==> src/rtl/charge_run_arbiter.sv <==
// Two-requester round-robin arbiter in front of a charge-control loop.
// Owns settle delay, run timeout, abort handling and result capture.
module charge_run_arbiter #(
  parameter int BUS_WIDTH      = 10,
  parameter int SETTLE_CYCLES  = 4,
  parameter int TIMEOUT_CYCLES = 255
) (
  input  logic                 clk,
  input  logic                 rst,
  input  logic                 req_a,
  input  logic                 req_b,
  input  logic [BUS_WIDTH-1:0] q_des_a,
  input  logic [BUS_WIDTH-1:0] q_des_b,
  output logic                 gnt_a,
  output logic                 gnt_b,
  output logic                 loop_enable,
  output logic                 loop_start,
  output logic [BUS_WIDTH-1:0] loop_q_desired,
  input  logic                 loop_done,
  input  logic [BUS_WIDTH-1:0] q_meas,
  output logic                 result_valid,
  output logic                 result_id,
  output logic                 result_timeout,
  output logic [BUS_WIDTH-1:0] q_result
);

  localparam int CW = $clog2(TIMEOUT_CYCLES + SETTLE_CYCLES + 1);
  localparam logic [CW-1:0] SETTLE_LAST = CW'(SETTLE_CYCLES - 1);
  localparam logic [CW-1:0] TO_LAST     = CW'(TIMEOUT_CYCLES - 1);

  typedef enum logic [1:0] {
    IDLE,
    SETTLE,
    RUN,
    DONE
  } state_t;

  state_t               state_q, state_d;
  logic [CW-1:0]        cnt_q, cnt_d;
  logic                 last_q, last_d;
  logic                 cur_q, cur_d;
  logic [BUS_WIDTH-1:0] qdes_q, qdes_d;
  logic [BUS_WIDTH-1:0] qres_q, qres_d;
  logic                 rid_q, rid_d;
  logic                 rto_q, rto_d;
  logic                 own_req;
  logic                 win;
  logic                 active;

  always_comb begin
    state_d = state_q;
    cnt_d   = cnt_q;
    last_d  = last_q;
    cur_d   = cur_q;
    qdes_d  = qdes_q;
    qres_d  = qres_q;
    rid_d   = rid_q;
    rto_d   = rto_q;
    own_req = cur_q ? req_b : req_a;
    // Tie goes to whoever did not own the loop last
    win     = (req_a && req_b) ? ~last_q : req_b;
    unique case (state_q)
      IDLE: begin
        if (req_a || req_b) begin
          state_d = SETTLE;
          cur_d   = win;
          qdes_d  = win ? q_des_b : q_des_a;
          cnt_d   = '0;
        end
      end
      SETTLE: begin
        if (!own_req) begin
          state_d = IDLE;
          last_d  = cur_q;
          cnt_d   = '0;
        end else if (qdes_q == '0) begin
          state_d = DONE;
          qres_d  = '0;
          rto_d   = 1'b0;
          rid_d   = cur_q;
          cnt_d   = '0;
        end else if (cnt_q == SETTLE_LAST) begin
          state_d = RUN;
          cnt_d   = '0;
        end else begin
          cnt_d = cnt_q + CW'(1);
        end
      end
      RUN: begin
        if (!own_req) begin
          state_d = IDLE;
          last_d  = cur_q;
          cnt_d   = '0;
        end else if (loop_done) begin
          state_d = DONE;
          qres_d  = q_meas;
          rto_d   = 1'b0;
          rid_d   = cur_q;
          cnt_d   = '0;
        end else if (cnt_q == TO_LAST) begin
          state_d = DONE;
          qres_d  = q_meas;
          rto_d   = 1'b1;
          rid_d   = cur_q;
          cnt_d   = '0;
        end else begin
          cnt_d = cnt_q + CW'(1);
        end
      end
      DONE: begin
        state_d = IDLE;
        last_d  = cur_q;
        cnt_d   = '0;
      end
    endcase
  end

  always_ff @(posedge clk or negedge rst) begin
    if (!rst) begin
      state_q <= IDLE;
      cnt_q   <= '0;
      last_q  <= 1'b1;
      cur_q   <= 1'b0;
      qdes_q  <= '0;
      qres_q  <= '0;
      rid_q   <= 1'b0;
      rto_q   <= 1'b0;
    end else begin
      state_q <= state_d;
      cnt_q   <= cnt_d;
      last_q  <= last_d;
      cur_q   <= cur_d;
      qdes_q  <= qdes_d;
      qres_q  <= qres_d;
      rid_q   <= rid_d;
      rto_q   <= rto_d;
    end
  end

  assign active         = (state_q == SETTLE) || (state_q == RUN);
  assign gnt_a          = active && !cur_q;
  assign gnt_b          = active && cur_q;
  assign loop_enable    = active;
  assign loop_start     = (state_q == RUN);
  assign loop_q_desired = qdes_q;
  assign result_valid   = (state_q == DONE);
  assign result_id      = rid_q;
  assign result_timeout = rto_q;
  assign q_result       = qres_q;

endmodule

==> config.mk <==
export PLATFORM = sky130hd
export DESIGN_NAME = charge_run_arbiter
export DESIGN_NICKNAME = d
export VERILOG_FILES = /design/src/rtl/charge_run_arbiter.sv
export SDC_FILE = /design/constraint.sdc
export NUM_CORES = 1
export LEC_CHECK = 0
export ABC_AREA = 1
export CORE_MARGIN = 2
export CORE_UTILIZATION = 47
export DETAILED_ROUTE_END_ITERATION = 8
export PLACE_DENSITY = 0.87
export SYNTH_ARGS = -nofsm -noshare
export SYNTH_HDL_FRONTEND = slang
export SYNTH_SLANG_ARGS = --single-unit
==> constraint.sdc <==
create_clock -name clk -period 1.9 [get_ports clk]
set_clock_uncertainty 0.05 [all_clocks]
set_input_delay 0.38 -clock clk [delete_from_list [all_inputs] [get_ports clk]]
set_output_delay 0.38 -clock clk [all_outputs]
set_load 0.005 [all_outputs]
* Yosys cells after proc, flatten, opt, wreduce, memory -nomap -nowiden
Index checks and enable logic that the tools add are counted.
** Word-level totals
- Register bits after elaboration :: 35
- Output and inout port bits :: 27
- Word-level logic and storage cells :: 77
** Cells by class
- Add/subtract/negate cells :: 1
- Equal/unequal tests :: 13
- Muxes and demuxes :: 39
- Bitwise gates (word level) :: 1
- Reduce and logical (&&, ||, !) cells :: 15
** Operators with widths (count)
- two-way mux 9 bit :: 7
- two-way mux 10 bit :: 6
- one-hot mux 9 bit (4 select lines) :: 1
- one-hot mux 10 bit (2 select lines) :: 1
- two-way mux 2 bit :: 7
- two-way mux 1 bit :: 13
- logical NOT 10 bit :: 1
- adder 9 x 1 -> 9 bit, second input constant :: 1
- equality test 9 x 2 -> 1 bit, second input constant :: 1
- equality test 9 x 8 -> 1 bit, second input constant :: 1
- inequality test 2 bit, second input constant :: 4
- one-hot mux 2 bit (4 select lines) :: 1
- one-hot mux 1 bit (2 select lines) :: 3
- AND reduction 5 bit :: 1
- equality test 2 bit, second input constant :: 2
- inequality test 4 x 3 -> 1 bit, second input constant :: 1
- inequality test 4 bit, second input constant :: 1
- AND reduction 2 bit :: 2
- nonzero test 2 bit :: 2
- logical AND 1 bit :: 3
- inequality test 3 x 1 -> 1 bit, second input constant :: 1
- AND reduction 3 bit :: 1
- equality test 2 x 1 -> 1 bit, second input constant :: 1
- logical NOT 2 bit :: 1
- other kinds (5) :: 6

* Depth between registers and ports, before layout
- Word-level depth :: 5
- Depth in mapped cells :: 11

* Worst setup path after synthesis
Ideal clock, no wire load.
- Kind :: flip-flop to flip-flop
- Start point :: register state_q[0]
- End point :: register cnt_q[2]
- Arrival time :: 1.469 ns
- Path slack :: 0.317 ns
- Cell stages (with the launch flop) :: 9
- Buffers on the path :: 0
- Period minus slack after synthesis :: 1.583 ns
- Cells stage by stage :: dfrtp_1 inv_1 ha_1 inv_1 nor2_1 nand3_1 nand2_2 nand3_1 nand2_1
** Between the ends
- Longest elaborated chain between the ends :: 2
** Ends and longest elaborated chain
- start, declared :: RTL line 38 : state_t state_q, state_d;
- start signal, assigned :: RTL line 129 : state_q <= state_d;
- equality test 2 bit
- via loop_start :: RTL line 17 : output logic loop_start,
- one-hot mux 9 bit (4 select lines) :: RTL line 62 : unique case (state_q)
- end signal, assigned :: RTL line 130 : cnt_q <= cnt_d;
- end, declared :: RTL line 39 : logic [CW-1:0] cnt_q, cnt_d;
The timed path passes the listed nets, and every way through them passes these cells.
A chain may end at the register's enable or synchronous reset.

* Worst setup path after layout
- Start point :: register state_q[0]
- End point :: output port gnt_b
** Between the ends
- Longest elaborated chain between the ends :: 3
** Ends and longest elaborated chain
- equality test 2 x 1 -> 1 bit or equality test 2 bit (tied branches) :: RTL line 140 : assign active = (state_q == SETTLE) || (state_q == RUN);
- logical OR 1 bit * :: RTL line 140
- logical AND 1 bit * :: RTL line 142 : assign gnt_b = active && cur_q;
- end, declared :: RTL line 15 : output logic gnt_b,
Every way passes the cells marked *; elsewhere a longest branch is shown, timed or not.

==> reports/results.tsv <==
stage	metric	value	unit
detailed_routing	drt first pass iters	5	
synth	synthesized cell area	0.00210	sq mm
timing	Fin Hold WS	0.419	ns
grt	largest net degree at the start of global routing	36	
clock_tree	CTS Buf Count	5	
worst_setup_path	path depth of the worst reg2reg path	9	
layout	Area growth syn-to-layout	42.9	%
detailed_routing	number of remaining DRC errors	0	
detailed_routing	antenna viol nets, final	0	
timing	Relative slew margins	78.3	%
synth	FF+latch count, synth	35	
place	RD Place Congestion	0.923	
floorplanning	initial core utilization	48.6	%
synth	post-synth top area cell	dfrtp_1	
layout	commonest non-fill, non-tap cells in the layout	92 x nand2_1, 56 x clkdlybuf4s50_1, 38 x nor2_1	
floorplanning	I/O pin cnt	62	
place	post-DP HPWL	3950	um
synth	Yosys warnings	0	
grt	vias in the first global route	2062	
layout	post-route cell area	0.00300	sq mm
floorplanning	Core ar.	0.00432	sq mm
worst_setup_path	CP endpoint kind	output port	
detailed_routing	vias per cell	4.97	
worst_setup_path	WP data arrival	1.37	ns
clock_tree	worst skew pair latency	0.28	ns
detailed_routing	routed wire length	5190	um
grt	first-pass GRT wire length	9140	um
synth	syn nets	334	
layout	share of cells above drive strength 1	13.0	%
detailed_routing	WL per Instance	12.3	um
power_and_ir_drop	Pwr per Cell Area	1320	mW/mm^2
worst_setup_path	Req. time, crit path	1.47	ns
layout	post-route core utilization	69.4	%
worst_setup_path	flop2flop setup slack	0.21	ns
timing	f_max	0.555	GHz
clock_tree	Clock Tree Buf Depth	2	
worst_setup_path	critical path class	reg2out	
timing	final hold viol count	0	
clock_tree	clk slew on worst S/H paths	0.07	ns
status	status	completed	
synth	largest cells by area after synthesis	dfrtp_1 41%, nand2_1 16%, nor2_1 7.0%, inv_1 6.3%, o21ai_0 5.2%	
grt	initial antenna violation count	0	
synth	Netlist cell types	24	
place	Port Buffers	61	
floorplanning	Die X	70.8	um
synth	sequential share of the synthesized area	41.8	%
synth	synthesized area per cell	7.19	sq um
timing	total negative slack	0	ns
grt	All-Layer GR Usage	22.3	%
run	max-cap viol count	0	
timing	Final period util	94.8	%
worst_setup_path	CP startpoint kind	register	
worst_hold_path	HP Class	in2async	
layout	diodes inserted	0	
worst_setup_path	Max FO, Critical Path	4	
timing	Period minus WS final	1.80	ns
synth	top-area cell type share of the netlist area	40.5	%
synth	Post-Syn Instances	292	
clock_tree	clk sinks	35	
clock_tree	CTS tree	done	
detailed_routing	via count	2097	
floorplanning	DIE AREA	0.00502	sq mm
floorplanning	# rows	24	
clock_tree	Clock Root Buffer	clkbuf_8	
grt	grt ovf	0	
timing	Final Slew Violations	0	
place	Post-DP Area	0.00286	sq mm
layout	most common cell after layout, fill and taps aside	nand2_1	
timing	Setup Viol. Count Final	0	
detailed_routing	initial DRC count	115	
power_and_ir_drop	worst vdd ir	0.000905	V
clock_tree	# H-tree levels	2	
layout	Final Net Count	411	
timing	Slew @ Worst Pin	0.322	ns
timing	RSZ-0062 raised after global routing	false	
floorplanning	Die Y	70.8	um
power_and_ir_drop	P_leak	1.53	nW
registers in the layout (all words and copies together) (netlist names):
name	count
loop_q_desired	10
last_q	1
state_q	2
cnt_q	9
q_result	10
result_timeout	1
cur_q	1
result_id	1
critical path: stages (launching register included):
cell	delay (ns)
dfrtp_1	0.37
inv_2	0.06
ha_4	0.28
nand2_1	0.08
inv_1	0.09
clkdlybuf4s15_1	0.21
final timing paths:
path / to / start
max: gnt_b / state_q[0]
min: cnt_q[6] / rst
max reg2reg: cnt_q[1] / state_q[0]
min reg2reg: q_result[8] / q_result[8]
max in group asynchronous: last_q / rst
min in group clk: q_result[8] / q_result[8]
power by group:
| part | total [W] | switching, W | internal (W) |
|---|---|---|---|
| sequential | 0.00117 | 0.000182 | 0.000989 |
| combinational | 0.00210 | 0.00108 | 0.00102 |
| clock | 0.000684 | 0.000259 | 0.000424 |
| total | 0.00396 | 0.00153 | 0.00243 |
cells in the mapped netlist, drive strengths merged:
master  instances
xor2            2
o22ai           4
inv            38
a21oi           4
nor3            1
o21bai          1
nand3          16
nand2         103
clkbuf          3
buf             5
dfrtp          34
nor2           39
dfstp           1
nand3b         10
nand4           1
o21ai          23
ha              7
cell type report:
class	count	area, sq um
fill	362	1320
timing repair buffer	78	746
tap	52	65.1
clock inverter	2	35.0
inverter	38	143
clock buffer	6	82.6
sequential	35	877
multi-input combinational	211	1050
cell families after synthesis:
group                    after synthesis  synth area share [%]
adder cells (fa/ha/maj)                7                  4.17
AND/OR/NAND/NOR                      170                  35.1
buffers and inverters                 46                  9.42
flip-flops                            35                  41.8
XOR/XNOR                               2                 0.834
AO/OA/AOI/OAI                         32                  8.70
what timing repair did:
| action | CTS | global route |
|---|---|---|
| hold buffers | 0 | 0 |
| pin swaps | 0 | 0 |
| setup endpoints to repair | 6 | 8 |
| buffers inserted | 0 | 0 |
| resized for setup | 9 | 3 |
metal layers:
| layer | track usage (%) | share of wire, % | up-vias |
|---|---|---|---|
| met5 | 0 | 0 | - |
| met4 | 6.50 | 1.5 | 0 |
| met3 | 4.13 | 5.3 | 8 |
| met2 | 38.1 | 48 | 65 |
| met1 | 29.0 | 46 | 961 |
| li1 | - | - | 1063 |
stage by stage:
stage,total power [W],instances,setup WS (ns)
finish,0.00396,422,0.0986
global route,0.00426,422,0.0205
CTS,0.00396,422,0.0447
detailed placement,0.00325,414,0.000972
global placement,0.00318,414,0.0649
floorplan,0.00229,292,0.317
(Power assumes the default switching activity.)
